===== config.mk =====
export PLATFORM = sky130hd
export DESIGN_NAME = axis_packet_arbiter
export DESIGN_NICKNAME = d
export VERILOG_FILES = /design/src/rtl/axis_packet_arbiter_pkg.sv /design/src/rtl/axis_packet_arbiter_rr_priority_select.sv /design/src/rtl/axis_packet_arbiter.sv
export SDC_FILE = /design/constraint.sdc
export NUM_CORES = 1
export LEC_CHECK = 0
export CORE_MARGIN = 2
export CORE_UTILIZATION = 30
export CTS_BUF_LIST = sky130_fd_sc_hd__clkbuf_8
export CTS_CLUSTER_DIAMETER = 200
export DETAILED_ROUTE_END_ITERATION = 10
export PLACE_DENSITY_LB_ADDON = 0.2
export SETUP_SLACK_MARGIN = 0.05
export SLEW_MARGIN = 10
export SYNTH_ARGS = -nofsm -noshare
export SYNTH_HDL_FRONTEND = slang
export SYNTH_HIERARCHICAL = 1
export SYNTH_SLANG_ARGS = --single-unit

===== constraint.sdc =====
create_clock -name clock -period 4.4 [get_ports clock]
set_input_delay 0.88 -clock clock [delete_from_list [all_inputs] [get_ports clock]]
set_output_delay 0.88 -clock clock [all_outputs]
set_load 0.01 [all_outputs]

===== src/rtl/axis_packet_arbiter_pkg.sv =====
// Shared stream-block definitions: arbiter state encoding and
// index helpers for flattened per-port buses.
package axis_packet_arbiter_pkg;

  typedef enum logic {
    ST_IDLE = 1'b0,
    ST_BUSY = 1'b1
  } arb_state_e;

  function automatic int slice_lo(input int k, input int w);
    return k * w;
  endfunction

  function automatic int wrap_add(input int a, input int b, input int n);
    int s;
    s = a + b;
    return (s >= n) ? s - n : s;
  endfunction

endpackage


===== src/rtl/axis_packet_arbiter_rr_priority_select.sv =====
// Combinational round-robin search: first request at or above the
// pointer, wrapping modulo NUM_PORTS.
module rr_priority_select
  import axis_packet_arbiter_pkg::*;
#(
  parameter int NUM_PORTS = 4,
  parameter int SEL_WIDTH = 2
) (
  input  logic [NUM_PORTS-1:0] i_req,
  input  logic [SEL_WIDTH-1:0] i_ptr,
  output logic [SEL_WIDTH-1:0] o_idx,
  output logic                 o_any
);

  logic [SEL_WIDTH-1:0] w_k;

  always_comb begin
    o_idx = '0;
    o_any = 1'b0;
    w_k   = '0;
    for (int d = 0; d < NUM_PORTS; d++) begin
      w_k = SEL_WIDTH'(wrap_add(int'(i_ptr), d, NUM_PORTS));
      if (!o_any && i_req[w_k]) begin
        o_any = 1'b1;
        o_idx = w_k;
      end
    end
  end

endmodule


===== src/rtl/axis_packet_arbiter.sv =====
// Packet-locked round-robin merge of NUM_PORTS streams into one
// registered output beat tagged with its source index.
module axis_packet_arbiter
  import axis_packet_arbiter_pkg::*;
#(
  parameter int DATA_WIDTH = 8,
  parameter int NUM_PORTS  = 4,
  parameter int SEL_WIDTH  = 2
) (
  input  logic                            clock,
  input  logic                            resetn,
  input  logic [NUM_PORTS*DATA_WIDTH-1:0] idata,
  input  logic [NUM_PORTS-1:0]            ivalid,
  input  logic [NUM_PORTS-1:0]            ilast,
  output logic [NUM_PORTS-1:0]            iready,
  output logic [DATA_WIDTH-1:0]           odata,
  output logic                            olast,
  output logic [SEL_WIDTH-1:0]            osel,
  output logic                            ovalid,
  input  logic                            oready
);

  arb_state_e r_state;
  arb_state_e w_state_nxt;

  logic [SEL_WIDTH-1:0]  r_grant;
  logic [SEL_WIDTH-1:0]  r_ptr;
  logic [DATA_WIDTH-1:0] r_odata;
  logic                  r_olast;
  logic [SEL_WIDTH-1:0]  r_osel;
  logic                  r_ovalid;

  logic [SEL_WIDTH-1:0]  w_win;
  logic                  w_any;
  logic [DATA_WIDTH-1:0] w_gdata;
  logic                  w_gvalid;
  logic                  w_glast;
  logic                  w_free;
  logic                  w_xfer;
  logic [SEL_WIDTH-1:0]  w_ptr_nxt;

  rr_priority_select #(
    .NUM_PORTS (NUM_PORTS),
    .SEL_WIDTH (SEL_WIDTH)
  ) u_sel (
    .i_req (ivalid),
    .i_ptr (r_ptr),
    .o_idx (w_win),
    .o_any (w_any)
  );

  assign w_free    = !r_ovalid || oready;
  assign w_ptr_nxt = (r_grant == SEL_WIDTH'(NUM_PORTS - 1)) ?
                     '0 : r_grant + 1'b1;

  always_comb begin
    w_gdata  = '0;
    w_gvalid = 1'b0;
    w_glast  = 1'b0;
    for (int k = 0; k < NUM_PORTS; k++) begin
      if (r_grant == SEL_WIDTH'(k)) begin
        w_gdata  = idata[slice_lo(k, DATA_WIDTH) +: DATA_WIDTH];
        w_gvalid = ivalid[k];
        w_glast  = ilast[k];
      end
    end
  end

  always_ff @(posedge clock or negedge resetn) begin
    if (!resetn) begin
      r_state <= ST_IDLE;
      r_grant <= '0;
      r_ptr   <= '0;
    end else begin
      r_state <= w_state_nxt;
      if (r_state == ST_IDLE && w_any)
        r_grant <= w_win;
      if (w_xfer && w_glast)
        r_ptr <= w_ptr_nxt;
    end
  end

  always_comb begin
    w_state_nxt = r_state;
    unique case (r_state)
      ST_IDLE: if (w_any) w_state_nxt = ST_BUSY;
      ST_BUSY: if (w_xfer && w_glast) w_state_nxt = ST_IDLE;
    endcase
  end

  // Lock holds through source gaps: ready follows the sink only.
  always_comb begin
    iready = '0;
    w_xfer = 1'b0;
    if (r_state == ST_BUSY) begin
      for (int k = 0; k < NUM_PORTS; k++)
        if (r_grant == SEL_WIDTH'(k))
          iready[k] = w_free;
      w_xfer = w_gvalid && w_free;
    end
  end

  always_ff @(posedge clock or negedge resetn) begin
    if (!resetn) begin
      r_ovalid <= 1'b0;
      r_odata  <= '0;
      r_olast  <= 1'b0;
      r_osel   <= '0;
    end else if (w_xfer) begin
      r_ovalid <= 1'b1;
      r_odata  <= w_gdata;
      r_olast  <= w_glast;
      r_osel   <= r_grant;
    end else if (oready) begin
      r_ovalid <= 1'b0;
    end
  end

  assign odata  = r_odata;
  assign olast  = r_olast;
  assign osel   = r_osel;
  assign ovalid = r_ovalid;

endmodule


* Yosys cells after proc, flatten, opt, wreduce, memory -nomap -nowiden
Cells that the tools add are included.
** Word-level totals
- Logic and storage cells :: 84
- Input bits :: 43
- Register bits after elaboration :: 17
- Output and inout port bits :: 16
** Cells by class
- Reduce and logical (&&, ||, !) cells :: 13
- Equal/unequal tests :: 3
- Magnitude comparators :: 8
- Mux-type cells :: 44
- Bitwise logic cells :: 1
- $add $sub $neg :: 8
** Operators by type and width (number)
- 8-bit 2-to-1 mux :: 4
- 1-bit 2-to-1 mux :: 25
- 2-bit 2-to-1 mux :: 9
- 2-bit by 3-bit less-than comparator with 1-bit output (second input constant) :: 4
- 3-bit >= comparator (second input constant) :: 3
- 1-bit binary-select mux with 2-bit select :: 4
- 2-bit by 1-bit subtractor with 2-bit output (second input constant) :: 4
- 2-bit by 2-bit adder with 3-bit output (second input constant) :: 2
- 1-bit logical AND :: 6
- 2-bit equality test (second input constant) :: 2
- 1-bit zero test :: 4
- 4-bit 2-to-1 mux :: 1
- 2-bit by 1-bit adder with 3-bit output (second input constant) :: 1
- 2-bit by 3-bit >= comparator with 1-bit output (second input constant) :: 1
- 2-bit by 1-bit adder with 2-bit output (second input constant) :: 1
- 2-bit by 1-bit equality test with 1-bit output (second input constant) :: 1
- 2-bit zero test :: 1
- 1-bit one-hot mux with 2 select lines :: 1
- 2-bit nonzero test :: 1
- 1-bit logical OR :: 1
- 1-bit NOT :: 1

* Longest topological paths before layout
- Depth in word-level cells :: 16
- Mapped depth :: 7
- Depth with buffers taken out :: 6

* Cells and area by module
Netlist, hierarchy kept.
** Modules (own cells, without submodules)
- axis_packet_arbiter :: times used 1, cells each 104, area an instance 1053.5 um2, sequential area each 425.4 um2
- rr_priority_select :: times used 1, cells each 15, area an instance 77.6 um2, sequential area each 0.0 um2

* Least setup slack after synthesis
No wires, ideal clock.
- Path kind :: register -> output
- From :: register r_grant[0]
- To :: output iready[3]
- Path buffers :: 2
- Arrival time :: 1.357 ns
- Slack :: 2.163 ns
- Stages on the path, launching flop included :: 5
- Data required time :: 3.520 ns
- Cells stage by stage :: dfrtp_1 -> ha_1 -> clkbuf_1 -> clkbuf_1 -> and3_1
** On the way
- Word-level cells in the longest chain between the ends :: 3
** RTL lines
- from (decl) :: line axis_packet_arbiter.sv:26 : logic [SEL_WIDTH-1:0] r_grant;
- from (signal assigned) :: line axis_packet_arbiter.sv:77 : r_grant <= w_win;
- 2-bit equality test :: line axis_packet_arbiter.sv:97 : if (r_grant == SEL_WIDTH'(k))
- 1-bit 2-to-1 mux :: line axis_packet_arbiter.sv:97
- 4-bit 2-to-1 mux :: line axis_packet_arbiter.sv:95 : if (r_state == ST_BUSY) begin
- to (decl) :: line axis_packet_arbiter.sv:15 : output logic [NUM_PORTS-1:0] iready,
No other way between the ends.

* Worst setup path after layout
- From :: input oready
- To :: output iready[0]
** On the way
- Word-level cells in the longest chain between the ends :: 3
** RTL lines
- from (decl) :: line axis_packet_arbiter.sv:20 : input logic oready
- 1-bit logical OR :: line axis_packet_arbiter.sv:52 : assign w_free = !r_ovalid || oready;
- 1-bit 2-to-1 mux :: line axis_packet_arbiter.sv:97
- 4-bit 2-to-1 mux :: line axis_packet_arbiter.sv:95
No other way between the ends.

==> reports/metrics.yaml <==
run_status:
  outcome: "completed"
finish:
  layout.nets: 223
  drive_gt1_share_pct: 10.3
  area_delta_synth_final_pct: 58.0
  fill_cells: 366
  layout_common_cells: "clkdlybuf4s50_1, dfrtp_1, nand2_1"
  final_common_cell: "clkdlybuf4s50_1"
  stdcell_area_um2: 1790
  diodes: 0
route:
  routedWlPerCell_um: 14.7
  dr_total_vias: 1133
  drt_iter0_drc: 46
  dr.pass1.iters: 4
  vias_per_cell: 5.08
  detail-route-antenna-nets: 0
  drc: 0
  drt-total-wl_mm: 3.29
floorplanning:
  die_h_um: 65.4
  rows: 22
  core_area_um2: 3630
  die_area_um2: 4280
  start_util_pct: 31.1
  design.portCount: 59
  die_w_um: 65.4
clock_network:
  cts-root-buf: "clkbuf_8"
  htreeDepth: 1
  ctsHoldBuffers: 0
  cts_buffers: 3
  clock_latency_ns: 0.25
  post_cts_resized: 0
  postCtsSetupRepairBufs: 0
  cts_tree: "yes"
  path_clk_slew_ns: 0.07
  clock_sinks: 17
  cts_max_path_buffers: 2
logic_synthesis:
  yosys.area_share.adder_pct: 4.42
  synth_flop_cell: "dfrtp_1"
  synth-edff-count: 0
  synth.distinct_cells: 29
  synth-compound-area-share_pct: 24.9
  yosysSeqAreaShare_pct: 37.6
  synth_top_area_share_pct: 37.6
  synth_top_family_by_area: "compound AO/OA/AOI/OAI gates"
  synthMuxAreaShare_pct: 11.0
  synth_seq_cells: 17
  yosysTopAreaCell: "dfrtp_1"
  synth-simple-area-share_pct: 15.7
  mappedNetlistNets: 166
  synthArstFlopShare_pct: 100
  syn_area_um2: 1130
  avgSynthCellArea_um2: 9.50
  syn_inst: 119
  synthTopCellsByArea: "dfrtp_1, mux2_2, a221oi_1"
  ys_warn_count: 6
  synth_xor_area_share_pct: 0
critical_path:
  crit_required_ns: 3.52
  worst-path-max-fanout: 6
  critPathLaunchType: "input port"
  crit_type: "in -> out"
  end_kind: "primary output"
  worstPathArrival_ns: 2.26
timing:
  timing.hold.ws_ns: 0.507
  maxSlewHeadroom_pct: 47.3
  rsz0062_at_grt: "false"
  fin_setup_tns_ns: 0
  hold_violations: 0
  fin_crit_ns: 3.14
  post-route-period-util_pct: 71.3
  slew_viol_final: 0
  finalSetupViolCount: 0
  tightest_slew_ns: 0.788
  fin_skew_ns: 0.00213
  clock.fmax_mhz: 319
placed_design:
  io_buffer_count: 58
  place_congestion: 0.755
  hpwl_mm: 2.58
  place_area_um2: 1740
power_and_ir_drop:
  leakagePower_nw: 0.725
  ir_drop_v: 0.000292
  power.density_nw_per_um2: 599
  power_mw: 1.07
global_route:
  grt_pass1_wl_mm: 5.53
  grt_max_degree: 22
  grt_pass1_vias: 1216
  track_usage_pct: 16.9
  antenna_found_initial: 0
  grt-ovfl-total: 0
run:
  cap_violations: 0
min_path:
  hp-class: "reg -> reg"
## synth_stat cells, types with 2 or more instances
master / count
ha_1: 4
nand2_1: 11
o21ai_0: 5
and2_1: 3
nor2b_1: 9
o21a_1: 2
nand3b_1: 2
a221oi_1: 7
a21oi_1: 8
inv_1: 10
dfrtp_1: 17
and3_1: 4
mux2_2: 10
nand2b_1: 2
clkbuf_1: 3
o31ai_1: 7
a221oi_2: 2
buf_4: 2
## power breakdown
part | internal, mW | leakage, nW | switching (mW)
registers | 0.232 | 0.208 | 0.0505
clock network | 0.0627 | 0.0255 | 0.0522
logic | 0.366 | 0.491 | 0.307
## area by class of cell
class | instances | area [um^2] | area share (%)
clock buffer | 3 | 41.3 | 2.31
clock inverter | 1 | 5.00 | 0.280
inverter | 11 | 41.3 | 2.31
multi-input combinational | 85 | 633 | 35.4
sequential | 17 | 425 | 23.8
tap | 48 | 60.1 | 3.36
timing repair buffer | 58 | 581 | 32.5
## routing by layer
layer  routed length (um)  vias up  GRT usage, %
li1                     -      545             -
met1                 1380      555          19.3
met2                 1680       31          30.6
met3                  200        2          4.28
met4                   23        0          5.21
met5                    0        -             0
## logic make-up (layout without fill, tap and decap cells)
| family | after synthesis | count (layout) |
|---|---|---|
| AO/OA/AOI/OAI | 37 | 37 |
| adder cells (fa/ha/maj) | 4 | 4 |
| buffers and inverters | 17 | 73 |
| flip-flops | 17 | 17 |
| multiplexers | 11 | 11 |
| AND/OR/NAND/NOR | 33 | 33 |
## registers in the layout (all words and copies together), names as in the netlist
| register | cells |
|---|---|
| ovalid | 1 |
| r_ptr | 2 |
| olast | 1 |
| odata | 8 |
| osel | 2 |
| r_state | 1 |
| r_grant | 2 |
## critical path, cell delays in order
cell and delay (ns):
clkdlybuf4s50_1 0.45, nand2b_1 0.20, and3_1 0.19, clkdlybuf4s50_1 0.54
## metrics by stage
step,worst slack (ns),cells,util [%]
4_1_cts,1.21,223,49.2
3_3_place_gp,1.28,219,47.9
5_1_grt,1.12,223,49.2
2_1_floorplan,2.16,119,-
6_report,1.26,223,49.2
3_5_place_dp,1.26,219,47.9
## worst paths after layout
check / start / end / slack (ns) / depth (start not counted)
max in group asynchronous: resetn / odata[2]$_DFFE_PN0P_ / 2.82 / 1
min in group asynchronous: resetn / odata[4]$_DFFE_PN0P_ / 1.09 / 1
min: osel[0]$_DFFE_PN0P_ / osel[0]$_DFFE_PN0P_ / 0.51 / 1
max: oready / iready[0] / 1.26 / 4
min reg2reg: osel[0]$_DFFE_PN0P_ / osel[0]$_DFFE_PN0P_ / 0.51 / 1
max reg2reg: r_grant[0]$_DFFE_PN0P_ / odata[6]$_DFFE_PN0P_ / 1.75 / 6
No activity file was read; power rests on OpenSTA's default activity.
